File: config.mk
export PLATFORM = sky130hd
export DESIGN_NAME = uart_cmd_parser_flat
export DESIGN_NICKNAME = d
export VERILOG_FILES = /design/src/rtl/uart_cmd_pkg.sv /design/src/rtl/uart_cmd_parser_if.sv /design/src/rtl/uart_cmd_timer.sv /design/src/rtl/uart_cmd_parser.sv /design/src/flat_wrapper.sv
export SDC_FILE = /design/constraint.sdc
export NUM_CORES = 1
export LEC_CHECK = 0
export ABC_AREA = 1
export CAP_MARGIN = 5
export CORE_ASPECT_RATIO = 0.7
export CORE_MARGIN = 3
export CORE_UTILIZATION = 45
export CTS_CLUSTER_DIAMETER = 150
export DETAILED_ROUTE_END_ITERATION = 16
export PLACE_DENSITY_LB_ADDON = 0.3
export SYNTH_ARGS = -nofsm -noshare
export SYNTH_HDL_FRONTEND = slang
export SYNTH_HIERARCHICAL = 1
export SYNTH_SLANG_ARGS = --single-unit
File: constraint.sdc
create_clock -name sys_clk -period 1.8 [get_ports sys_clk]
set_input_delay 0.36 -clock sys_clk [delete_from_list [all_inputs] [get_ports sys_clk]]
set_output_delay 0.36 -clock sys_clk [all_outputs]
set_load 0.02 [all_outputs]
File: src/rtl/uart_cmd_pkg.sv
// Shared constants, FSM encoding and checksum/opcode helpers for the UART
// command parser.
package uart_cmd_pkg;

  localparam logic [7:0] SYNC_BYTE_DEF = 8'h55;
  localparam logic [7:0] OP_SD_WR      = 8'h01;
  localparam logic [7:0] OP_SD_RD      = 8'h02;
  localparam logic [7:0] OP_TFT_WR     = 8'h03;
  localparam int         PKT_LEN       = 8;
  localparam int         STATE_W       = $clog2(PKT_LEN);

  typedef enum logic [STATE_W-1:0] {
    S_HUNT, S_OP, S_A2, S_A1, S_A0, S_D1, S_D0, S_CHK
  } state_e;

  function automatic logic op_known(input logic [7:0] op);
    return (op == OP_SD_WR) || (op == OP_SD_RD) || (op == OP_TFT_WR);
  endfunction

  function automatic logic [7:0] chk_step(input logic [7:0] acc, input logic [7:0] b);
    return acc ^ b;
  endfunction

endpackage

File: src/rtl/uart_cmd_parser_if.sv
// Command channel from the parser to the SDRAM/TFT control logic.
interface uart_cmd_parser_if;
  logic        cmd_valid;
  logic        cmd_ready;
  logic [7:0]  cmd_op;
  logic [23:0] cmd_addr;
  logic [15:0] cmd_data;

  modport master (output cmd_valid, output cmd_op, output cmd_addr, output cmd_data,
                  input cmd_ready);
  modport slave  (input cmd_valid, input cmd_op, input cmd_addr, input cmd_data,
                  output cmd_ready);
endinterface

File: src/rtl/uart_cmd_timer.sv
// Inter-byte timeout counter; expire is a single-cycle strobe that also
// clears the count, so the counter never wraps.
module uart_cmd_timer #(
  parameter int CYCLES = 2000
) (
  input  logic sys_clk,
  input  logic sys_rst,
  input  logic clr,
  input  logic en,
  output logic expire
);

  localparam int           W    = $clog2(CYCLES);
  localparam logic [W-1:0] LAST = W'(CYCLES - 1);

  logic [W-1:0] cnt_r;

  assign expire = en && !clr && (cnt_r == LAST);

  // Count idle cycles while a packet is in flight.
  always_ff @(posedge sys_clk) begin
    if (sys_rst) begin
      cnt_r <= '0;
    end else if (clr || expire) begin
      cnt_r <= '0;
    end else if (en) begin
      cnt_r <= cnt_r + W'(1);
    end else begin
      cnt_r <= cnt_r;
    end
  end

endmodule

File: src/rtl/uart_cmd_parser.sv
// Frames 8-byte UART command packets, validates checksum and opcode, and
// hands accepted commands to a single-entry valid/ready output register.
module uart_cmd_parser
  import uart_cmd_pkg::*;
#(
  parameter int         TIMEOUT_CYCLES = 2000,
  parameter logic [7:0] SYNC_BYTE      = SYNC_BYTE_DEF
) (
  input  logic                      sys_clk,
  input  logic                      sys_rst,
  input  logic [7:0]                uart_data_rx,
  input  logic                      uart_ready,
  uart_cmd_parser_if.master         cmd,
  output logic                      err_chk,
  output logic                      err_op,
  output logic                      err_timeout,
  output logic                      err_ovf
);

  state_e      state_r;
  logic [7:0]  chk_r;
  logic [7:0]  op_r;
  logic [23:0] addr_r;
  logic [15:0] data_r;
  logic        tmo_clr_s;
  logic        tmo_en_s;
  logic        tmo_expire_s;

  assign tmo_en_s  = (state_r != S_HUNT);
  assign tmo_clr_s = uart_ready || (state_r == S_HUNT);

  uart_cmd_timer #(.CYCLES(TIMEOUT_CYCLES)) u_timer (
    .sys_clk (sys_clk),
    .sys_rst (sys_rst),
    .clr     (tmo_clr_s),
    .en      (tmo_en_s),
    .expire  (tmo_expire_s)
  );

  // Packet FSM, field capture, checksum and output register.
  always_ff @(posedge sys_clk) begin
    if (sys_rst) begin
      state_r       <= S_HUNT;
      chk_r         <= 8'h00;
      op_r          <= 8'h00;
      addr_r        <= 24'h000000;
      data_r        <= 16'h0000;
      cmd.cmd_valid <= 1'b0;
      cmd.cmd_op    <= 8'h00;
      cmd.cmd_addr  <= 24'h000000;
      cmd.cmd_data  <= 16'h0000;
      err_chk       <= 1'b0;
      err_op        <= 1'b0;
      err_timeout   <= 1'b0;
      err_ovf       <= 1'b0;
    end else begin
      err_chk     <= 1'b0;
      err_op      <= 1'b0;
      err_timeout <= 1'b0;
      err_ovf     <= 1'b0;
      if (cmd.cmd_valid && cmd.cmd_ready) begin
        cmd.cmd_valid <= 1'b0;
      end else begin
        cmd.cmd_valid <= cmd.cmd_valid;
      end

      // A byte arriving in the expiry cycle takes precedence over the timeout.
      if (uart_ready) begin
        case (state_r)
          S_HUNT: begin
            if (uart_data_rx == SYNC_BYTE) begin
              state_r <= S_OP;
              chk_r   <= 8'h00;
            end else begin
              state_r <= S_HUNT;
            end
          end
          S_OP: begin
            op_r    <= uart_data_rx;
            chk_r   <= chk_step(chk_r, uart_data_rx);
            state_r <= S_A2;
          end
          S_A2, S_A1, S_A0: begin
            addr_r  <= {addr_r[15:0], uart_data_rx};
            chk_r   <= chk_step(chk_r, uart_data_rx);
            state_r <= (state_r == S_A2) ? S_A1 : (state_r == S_A1) ? S_A0 : S_D1;
          end
          S_D1, S_D0: begin
            data_r  <= {data_r[7:0], uart_data_rx};
            chk_r   <= chk_step(chk_r, uart_data_rx);
            state_r <= (state_r == S_D1) ? S_D0 : S_CHK;
          end
          S_CHK: begin
            state_r <= S_HUNT;
            if (uart_data_rx != chk_r) begin
              err_chk <= 1'b1;
            end else if (!op_known(op_r)) begin
              err_op <= 1'b1;
            end else if (cmd.cmd_valid && !cmd.cmd_ready) begin
              err_ovf <= 1'b1;
            end else begin
              cmd.cmd_valid <= 1'b1;
              cmd.cmd_op    <= op_r;
              cmd.cmd_addr  <= addr_r;
              cmd.cmd_data  <= data_r;
            end
          end
          default: begin
            state_r <= S_HUNT;
          end
        endcase
      end else if (tmo_expire_s) begin
        state_r     <= S_HUNT;
        err_timeout <= 1'b1;
      end else begin
        state_r <= state_r;
      end
    end
  end

endmodule

File: src/flat_wrapper.sv
// flat-port wrapper written by rule: the top's interface ports become plain ports
module uart_cmd_parser_flat import uart_cmd_pkg::*;
#(
  parameter int         TIMEOUT_CYCLES = 2000,
  parameter logic [7:0] SYNC_BYTE      = SYNC_BYTE_DEF
)
  (sys_clk, sys_rst, uart_data_rx, uart_ready, err_chk, err_op, err_timeout, err_ovf, cmd_cmd_valid, cmd_cmd_op, cmd_cmd_addr, cmd_cmd_data, cmd_cmd_ready);
  uart_cmd_parser_if cmd_i ();
  input  logic sys_clk;
  input  logic sys_rst;
  input  logic [7:0] uart_data_rx;
  input  logic uart_ready;
  output logic err_chk;
  output logic err_op;
  output logic err_timeout;
  output logic err_ovf;
  output wire logic [$bits(cmd_i.cmd_valid)-1:0] cmd_cmd_valid;
  output wire logic [$bits(cmd_i.cmd_op)-1:0] cmd_cmd_op;
  output wire logic [$bits(cmd_i.cmd_addr)-1:0] cmd_cmd_addr;
  output wire logic [$bits(cmd_i.cmd_data)-1:0] cmd_cmd_data;
  input wire logic [$bits(cmd_i.cmd_ready)-1:0] cmd_cmd_ready;
  assign cmd_cmd_valid = cmd_i.cmd_valid;
  assign cmd_cmd_op = cmd_i.cmd_op;
  assign cmd_cmd_addr = cmd_i.cmd_addr;
  assign cmd_cmd_data = cmd_i.cmd_data;
  assign cmd_i.cmd_ready = cmd_cmd_ready;
  uart_cmd_parser #(.TIMEOUT_CYCLES(TIMEOUT_CYCLES), .SYNC_BYTE(SYNC_BYTE)) u_core (.sys_clk(sys_clk), .sys_rst(sys_rst), .uart_data_rx(uart_data_rx), .uart_ready(uart_ready), .cmd(cmd_i), .err_chk(err_chk), .err_op(err_op), .err_timeout(err_timeout), .err_ovf(err_ovf));
endmodule
==> impl_metrics.csv, run 1 <==
group,metric,value,unit
routing,via_count,4818,
placement,gp_congestion,0.833,
global_routing,antenna_found_initial,0,
routing,wl_per_cell,13.3,µm
routing,drt-total-wl,13200,µm
routing,viasPerCell,4.87,
setup_path,end_kind,"output pin",
layout,final_util,0.617,
floorplanning,die_y,95.8,µm
routing,first_pass_iters,5,
clocking,cts_root_buf,"clkbuf_16",
setup_path,startpoint_type,"register",
synthesis,synth_area_leaders,"dfxtp_1 47%, nand2_1 9.8%, nor2_1 8.8%",
placement,dp_cells,958,
timing,fin_crit_sh,0.979,
clocking,clkLatencyLatePin,0.41,ns
floorplanning,core,11100,µm²
timing,fin_skew,0.00680,ns
floorplanning,num_rows,32,
timing,final-setup-viol-count,0,
setup_path,crit_required,1.44,ns
timing,final.min_clock_period,1.76,ns
timing,rsz0062_at_grt,"no",
setup_path,crit_type,"register to output pin",
global_routing,grt_pass1_wl,21400,µm
routing,drc,0,
layout,regArea,2460,µm²
timing,slew-limit-headroom,0.748,
timing,maxSlewViolCount,0,
timing,fmax,0.567,GHz
global_routing,grt_pass1_vias,4468,
synthesis,ys_seq_area_frac,0.475,
setup_path,cpPeakStageDelay,0.63,ns
pwr,finalPower,6.45,mW
synthesis,syn_inst,717,
clocking,post_cts_buffers,0,
synthesis,synth-compound-area-share,0.116,
synthesis,synth_top_cell_by_area,"dfxtp_1",
synthesis,synth_async_sr_flop_share,0,
clocking,clockBufferDepth,2,
clocking,cts_buffers,17,
clocking,cts_repair_resize_count,0,
synthesis,syn_nets,730,
global_routing,grt_max_degree,51,
timing,hold_violations,0,
synthesis,avgSynthCellArea,7.23,µm²
clocking,hold_buffers,0,
synthesis,synth_edf_count,0,
clocking,cts.sinks,123,
clocking,cts_tree,"done",
timing,holdWs,0.431,ns
synthesis,synth_area,5190,µm²
timing,worst_pin_slew,0.376,ns
layout,fin_nets,837,
synthesis,synth_mux_area_frac,0.00193,
layout,drive_gt1_frac,0.136,
setup_path,cp_slowest_cell,"clkdlybuf4s50_1",
floorplanning,pin_count,65,
pwr,leakage,2.84,nW
global_routing,grt_usage,0.210,
run,drv_cap,0,
synthesis,yosysUniqueCellTypes,30,
floorplanning,initial_utilization,0.466,
setup_path,critPathTopFamily,"buffers and inverters",
pwr,pwr_density_cell,940,nW/µm²
setup_path,path_max_fanout,2,
synthesis,synth_top_cell_area_share,0.475,
layout,diodes,0,
timing,setup_tns,0,ns
synthesis,synth_ff_type,"dfxtp_1",
pwr,ir_worst_vdd,0.635,mV
routing,ant_nets,0,
setup_path,cp_num_buf_inv,1,
clocking,h-tree-depth,4,
synthesis,synth_top_family_by_area,"simple AND/OR/NAND/NOR gates",
synthesis,yosys.area_share.simple,0.286,
synthesis,synth_xor_area_frac,0.00676,
clocking,cts.reportedPaths.clkPinSlew,0.05,ns
layout,multi_input_area,2150,µm²
routing,drtIter0Drc,380,
floorplanning,die_x,134,µm
setup_path,crit_chain,"clkdlybuf4s50_1",
layout,layout.cells.non_filler,989,
synthesis,synth_common_cells,"135 x nand2_1, 123 x dfxtp_1, 121 x nor2_1, 85 x inv_1, 65 x a21oi_1",
layout,fill_cells,1024,
synthesis,ys_warn_count,6,
hold_path,hp-class,"primary input to register",
synthesis,synthAdderAreaFrac,0.00241,
placement,portBuffers,64,
synthesis,yosys.cell_count.top_type,"nand2_1",
placement,dp_hpwl,9520,µm
synthesis,ys_ff_latch,123,
global_routing,overflow,0,
layout,synthToLayoutAreaGrowth,32.4,%
setup_path,cp.arrival,1.40,ns
run_status,outcome,"finished, final reports clean",
floorplanning,die-area,12900,µm²
-- cell type report --
type / count / area share
multi-input combinational: 468 / 0.313
clock buffer: 24 / 0.0745
timing repair buffer: 123 / 0.167
sequential: 123 / 0.359
clock inverter: 7 / 0.00911
inverter: 91 / 0.0497
tap: 153 / 0.0279
-- through the flow --
stage	setup WS (ns)	instance area, µm²
after floorplan	0.311	5190
after global placement	-0.265	6270
after detailed placement	-0.292	6270
after CTS	0.0248	6850
after global routing	0.00599	6870
final	0.0377	6870
-- sequential cells by signal (all words and copies together) (netlist names) --
register,flops
u_core/addr_r,24
u_core/chk_r,8
u_core/cmd.cmd_addr,24
u_core/cmd.cmd_data,16
u_core/cmd.cmd_op,8
u_core/cmd.cmd_valid,1
u_core/data_r,16
u_core/err_chk,1
u_core/err_op,1
u_core/err_ovf,1
u_core/err_timeout,1
u_core/op_r,8
u_core/state_r,3
u_core/u_timer/cnt_r,11
-- power breakdown --
part	internal [mW]	switching, mW	leakage [nW]	total [mW]
clock	2.10	1.16	0.288	3.25
sequential	2.76	0.0198	0.992	2.78
combinational	0.175	0.245	1.56	0.420
-- final timing paths --
path                        to  slack (ns)                    from  cells after the start
min             u_core/op_r[5]        0.43         uart_data_rx[5]                      4
max reg2reg  u_core/state_r[0]        0.19       u_core/state_r[1]                     13
max            cmd_cmd_data[3]        0.04  u_core/cmd.cmd_data[3]                      1
min reg2reg  u_core/addr_r[19]        0.45       u_core/addr_r[19]                      2
-- layout by cell type (no fill, tap or decap), drive strengths merged --
cell	netlist	routed
a21oi	66	66
buf	25	59
bufinv	0	1
clkbuf	10	24
clkdlybuf4s50	0	62
clkinv	1	6
clkinvlp	0	1
dfxtp	123	123
dlymetal6s2s	0	2
ha	1	1
inv	90	90
mux2i	1	1
nand2	140	140
nand3	66	66
nand3b	1	1
nand4	6	6
nor2	128	128
nor3	1	1
o21ai	53	53
or2	1	1
xnor2	3	3
xor2	1	1
-- worst reg2reg max path, cell delays in order (launching register included) --
cell and delay [ns]:
dfxtp_1 0.38, inv_1 0.08, nand2_2 0.11, nor2_2 0.06, inv_2 0.12, nand2_1 0.08
inv_1 0.05, nand2_1 0.05, nor2_1 0.09, nand3_1 0.09, inv_1 0.10, nor2_1 0.07
o21ai_0 0.15, a21oi_1 0.06
-- routing by layer --
layer  global-route usage  routed length, µm  vias up
li1                     -                  -     2471
met1                0.297               6500     2191
met2                0.314               5610      139
met5                    0                  0        -
met3               0.0470                877       17
met4               0.0797                187        0
-- cells by family after synthesis --
family	after synthesis
muxes	1
buffers and inverters	126
DFF	123
AOI/OAI and AO/OA	119
adders and majority gates	1
xor gates and xnor gates	4
and+or+nand+nor	343
Power figures use the tool's default switching activity.
==> inputs of run 2 (changes only) <==
Settings changed: CORE_MARGIN 3 to unset.
==> impl_metrics.csv, run 2 (synthesized netlist as in run 1, its figures left out) <==
group,metric,value,unit
setup_path,crit_required,1.44,ns
floorplanning,pin_count,65,
global_routing,grt_usage,0.243,
floorplanning,die_y,91.8,µm
pwr,ir_worst_vdd,0.717,mV
routing,ant_nets,0,
layout,diodes,0,
clocking,clockBufferDepth,2,
clocking,post_cts_buffers,0,
placement,gp_congestion,0.834,
routing,drt-total-wl,13400,µm
timing,slew-limit-headroom,0.715,
setup_path,startpoint,"u_core/cmd.cmd_op[1]",
floorplanning,die-area,12000,µm²
floorplanning,num_rows,32,
timing,fmax,0.570,GHz
timing,final.min_clock_period,1.75,ns
routing,via_count,4889,
global_routing,grt_pass1_wl,22100,µm
setup_path,crit_type,"register to output pin",
timing,final-setup-viol-count,0,
setup_path,crit_chain,"clkdlybuf4s50_1",
setup_path,ff2ff_setup_slack,0.15,ns
clocking,cts_root_buf,"clkbuf_16",
setup_path,cp.arrival,1.39,ns
floorplanning,initial_utilization,0.466,
setup_path,end_kind,"output pin",
global_routing,antenna_found_initial,0,
timing,fin_crit_sh,0.975,
timing,fin_skew,0.00988,ns
setup_path,path_max_fanout,2,
setup_path,cp_num_buf_inv,1,
placement,portBuffers,64,
global_routing,overflow,0,
layout,mostFrequentLayoutCells,"134 x nand2_1, 122 x dfxtp_1, 120 x nor2_1, 84 x inv_1, 65 x a21oi_1",
layout,synthToLayoutAreaGrowth,34.3,%
layout,layout_commonest_cell,"nand2_1",
routing,wl_per_cell,13.5,µm
routing,drc,0,
setup_path,startpoint_type,"register",
global_routing,grt_max_degree,39,
clocking,cts.reportedPaths.clkPinSlew,0.06,ns
timing,worst_pin_slew,0.423,ns
setup_path,cpPeakStageDelay,0.62,ns
timing,maxSlewViolCount,0,
pwr,leakage,2.92,nW
layout,biggestRegsByFlops,"u_core/addr_r: 24 flops, u_core/cmd.cmd_addr: 24 flops",
setup_path,reg2regPathDepth,10,
clocking,cts.sinks,123,
floorplanning,core,11100,µm²
setup_path,cp_slowest_cell,"clkdlybuf4s50_1",
setup_path,reg2reg_from,"u_core/state_r[1]",
hold_path,hp-class,"primary input to register",
hold_path,hold_start,"uart_data_rx[5]",
floorplanning,die_x,130,µm
timing,hold_violations,0,
pwr,finalPower,6.60,mW
clocking,cts_buffers,17,
routing,first_pass_iters,5,
hold_path,whs_path_depth,4,
pwr,pwr_density_cell,947,nW/µm²
routing,drtIter0Drc,316,
clocking,cts_tree,"done",
routing,viasPerCell,4.94,
layout,fin_nets,836,
layout,drive_gt1_frac,0.135,
timing,worst_slack,0.0453,ns
run_status,outcome,"finished, final reports clean",
clocking,hold_buffers,0,
setup_path,critPathTopFamily,"buffers and inverters",
placement,pre_cts_ws,-0.415,ns
global_routing,grt_pass1_vias,4601,
clocking,cts_repair_resize_count,2,
clocking,clkLatencyLatePin,0.41,ns
setup_path,r2r-end,"u_core/u_timer/cnt_r[6]",
run,drv_cap,0,
clocking,h-tree-depth,4,
placement,dp_hpwl,9440,µm
hold_path,worstHoldEndpoint,"u_core/op_r[5]",
## run 2: cell count changes in the layout (fill, tap and decap cells not counted), sizes merged
cell,previous run,this run
clkdlybuf4s50,62,56
clkinv,6,2
clkinvlp,1,5
dlymetal6s2s,2,6
dlygate4sd2,0,2
buf,59,58
bufinv,1,2
clkbuf,24,23
inv,90,91
## run 2: layout make-up
cell class | instances | area [µm²]
Fill cell | 965 | 4170
Sequential cell | 123 | 2460
Multi-Input combinational cell | 468 | 2150
Timing Repair Buffer | 122 | 1220
Clock inverter | 9 | 111
Inverter | 91 | 342
Clock buffer | 23 | 488
Tap cell | 153 | 191
## run 2: worst max path at each step
stage	to	cells after the start	slack [ns]
5_1_grt	u_core/state_r[0]	13	-0.008
3_3_place_gp	u_core/cmd.cmd_data[13]	11	-0.33
6_report	cmd_cmd_op[1]	1	0.05
3_5_place_dp	u_core/cmd.cmd_op[1]	11	-0.41
4_1_cts	cmd_cmd_data[2]	1	0.01
2_1_floorplan	u_core/state_r[0]	13	0.31
## run 2: stage by stage
step                 util  setup TNS (ns)  cells  area, µm²  hold WS, ns
floorplan               -               0    717       5190        0.429
global placement    0.570          -14.03    957       6340        0.439
detailed placement  0.570          -17.53    957       6340        0.446
CTS                 0.623               0    989       6940        0.455
global route        0.626        -0.00771    989       6960        0.426
finish              0.626               0    989       6960        0.431
## run 2: where the power goes
group | leakage (nW) | total, mW | internal (mW) | switching [mW]
Combinational | 1.65 | 0.430 | 0.176 | 0.254
Clock | 0.278 | 3.39 | 2.19 | 1.20
Sequential | 0.992 | 2.78 | 2.76 | 0.0209
Total | 2.92 | 6.60 | 5.12 | 1.48
## run 2: metal layers
layer,vias to the layer above,GRT usage,part of all wire
met3,16,0.0788,0.077
met2,174,0.359,0.43
met4,0,0.0659,0.011
li1,2467,-,-
met5,-,0,0
met1,2232,0.337,0.48
==> inputs of run 3 (changes only) <==
Settings changed: RECOVER_POWER set to 25.
==> impl_metrics.csv, run 3 (synthesized netlist as in run 1, its figures left out) <==
group,metric,value,unit
floorplanning,die_y,91.8,µm
routing,drc,0,
setup_path,crit_required,1.44,ns
hold_path,whs_path_depth,4,
routing,viasPerCell,4.94,
global_routing,antenna_found_initial,0,
floorplanning,pin_count,65,
placement,dp_hpwl,9440,µm
global_routing,overflow,0,
timing,fmax,0.570,GHz
setup_path,crit_type,"register to output pin",
floorplanning,initial_utilization,0.466,
timing,hold_violations,0,
setup_path,cpPeakStageDelay,0.62,ns
placement,portBuffers,64,
pwr,leakage,2.92,nW
routing,first_pass_iters,5,
floorplanning,die-area,12000,µm²
layout,biggestRegsByFlops,"u_core/addr_r: 24 flops, u_core/cmd.cmd_addr: 24 flops",
layout,mostFrequentLayoutCells,"134 x nand2_1, 122 x dfxtp_1, 120 x nor2_1, 84 x inv_1, 65 x a21oi_1",
global_routing,grt_usage,0.243,
clocking,h-tree-depth,4,
timing,slew-limit-headroom,0.718,
clocking,cts_buffers,17,
routing,drtIter0Drc,322,
routing,ant_nets,0,
floorplanning,num_rows,32,
timing,fin_skew,0.0121,ns
timing,fin_crit_sh,0.975,
routing,wl_per_cell,13.5,µm
clocking,cts_tree,"done",
clocking,clockBufferDepth,2,
routing,via_count,4890,
pwr,pwr_density_cell,948,nW/µm²
layout,synthToLayoutAreaGrowth,34.2,%
layout,fin_nets,836,
setup_path,critPathTopFamily,"buffers and inverters",
timing,worst_pin_slew,0.419,ns
setup_path,reg2regPathDepth,10,
layout,diodes,0,
setup_path,path_max_fanout,2,
placement,gp_congestion,0.834,
floorplanning,core,11100,µm²
setup_path,cp.arrival,1.39,ns
clocking,cts.reportedPaths.clkPinSlew,0.06,ns
clocking,cts_root_buf,"clkbuf_16",
layout,design_area,6960,µm²
floorplanning,die_x,130,µm
timing,final-setup-viol-count,0,
layout,layout_commonest_cell,"nand2_1",
clocking,clkLatencyLatePin,0.41,ns
timing,maxSlewViolCount,0,
layout,drive_gt1_frac,0.134,
setup_path,cp_slowest_cell,"clkdlybuf4s50_1",
placement,placement.cell_area,6340,µm²
layout,fill_cells,967,
setup_path,path_depth,1,
setup_path,cp_num_buf_inv,1,
routing,drt-total-wl,13400,µm
timing,final.min_clock_period,1.75,ns
layout,final_util,0.625,
setup_path,end_kind,"output pin",
global_routing,grt_pass1_vias,4601,
pwr,ir_worst_vdd,0.714,mV
run_status,outcome,"finished, final reports clean",
run,drv_cap,0,
global_routing,grt_pass1_wl,22100,µm
setup_path,startpoint_type,"register",
hold_path,hp-class,"primary input to register",
global_routing,grt_max_degree,39,
setup_path,crit_chain,"clkdlybuf4s50_1",
clocking,cts.sinks,123,
-- run 3: cell count changes in the layout (fill, tap and decap cells not counted), sizes merged --
cell	change
clkbuf	+1
dlygate4sd3	+1
clkdlybuf4s50	-1
buf	-1
-- run 3: power breakdown --
part / internal (mW) / switching (mW)
clock: 2.19 / 1.20
sequential: 2.76 / 0.0211
combinational: 0.175 / 0.253
total: 5.12 / 1.48
-- run 3: final cells by class --
cell class / count / area [µm²] / area share
Timing Repair Buffer: 122 / 1210 / 0.174
Multi-Input combinational cell: 468 / 2150 / 0.309
Inverter: 91 / 342 / 0.0491
Clock buffer: 23 / 488 / 0.0701
Sequential cell: 123 / 2460 / 0.354
Clock inverter: 9 / 111 / 0.0160
Tap cell: 153 / 191 / 0.0275
-- run 3: metrics by stage --
| step | setup TNS (ns) | power, mW | instances | hold slack, ns | setup WS (ns) |
|---|---|---|---|---|---|
| 2_1_floorplan | 0 | 3.06 | 717 | 0.429 | 0.311 |
| 3_3_place_gp | -14.03 | 3.24 | 957 | 0.439 | -0.327 |
| 3_5_place_dp | -17.53 | 3.25 | 957 | 0.446 | -0.415 |
| 4_1_cts | 0 | 6.65 | 989 | 0.455 | 0.0113 |
| 5_1_grt | -0.00773 | 6.85 | 989 | 0.426 | -0.00773 |
| 6_report | 0 | 6.60 | 989 | 0.432 | 0.0454 |
-- run 3: final timing paths --
| path | start | end | slack, ns |
|---|---|---|---|
| worst min register to register | u_core/cmd.cmd_op[5] | u_core/cmd.cmd_op[5] | 0.45 |
| worst min-delay path | uart_data_rx[5] | u_core/op_r[5] | 0.43 |
| worst max register to register | u_core/state_r[0] | u_core/u_timer/cnt_r[6] | 0.14 |
| worst max-delay path | u_core/cmd.cmd_op[1] | cmd_cmd_op[1] | 0.05 |
-- run 3: timing repair --
item,in CTS,in global routing
buffers inserted,0,0
gates cloned,0,0
gates resized for setup,2,10
setup endpoints to repair,2,42
hold buffers,0,0
-- run 3: routing by layer --
metal	GRT usage	up-vias	wire length [µm]
met4	0.0659	0	119
li1	-	2468	-
met2	0.359	164	5780
met5	0	-	0
met3	0.0788	16	1050
met1	0.337	2242	6400
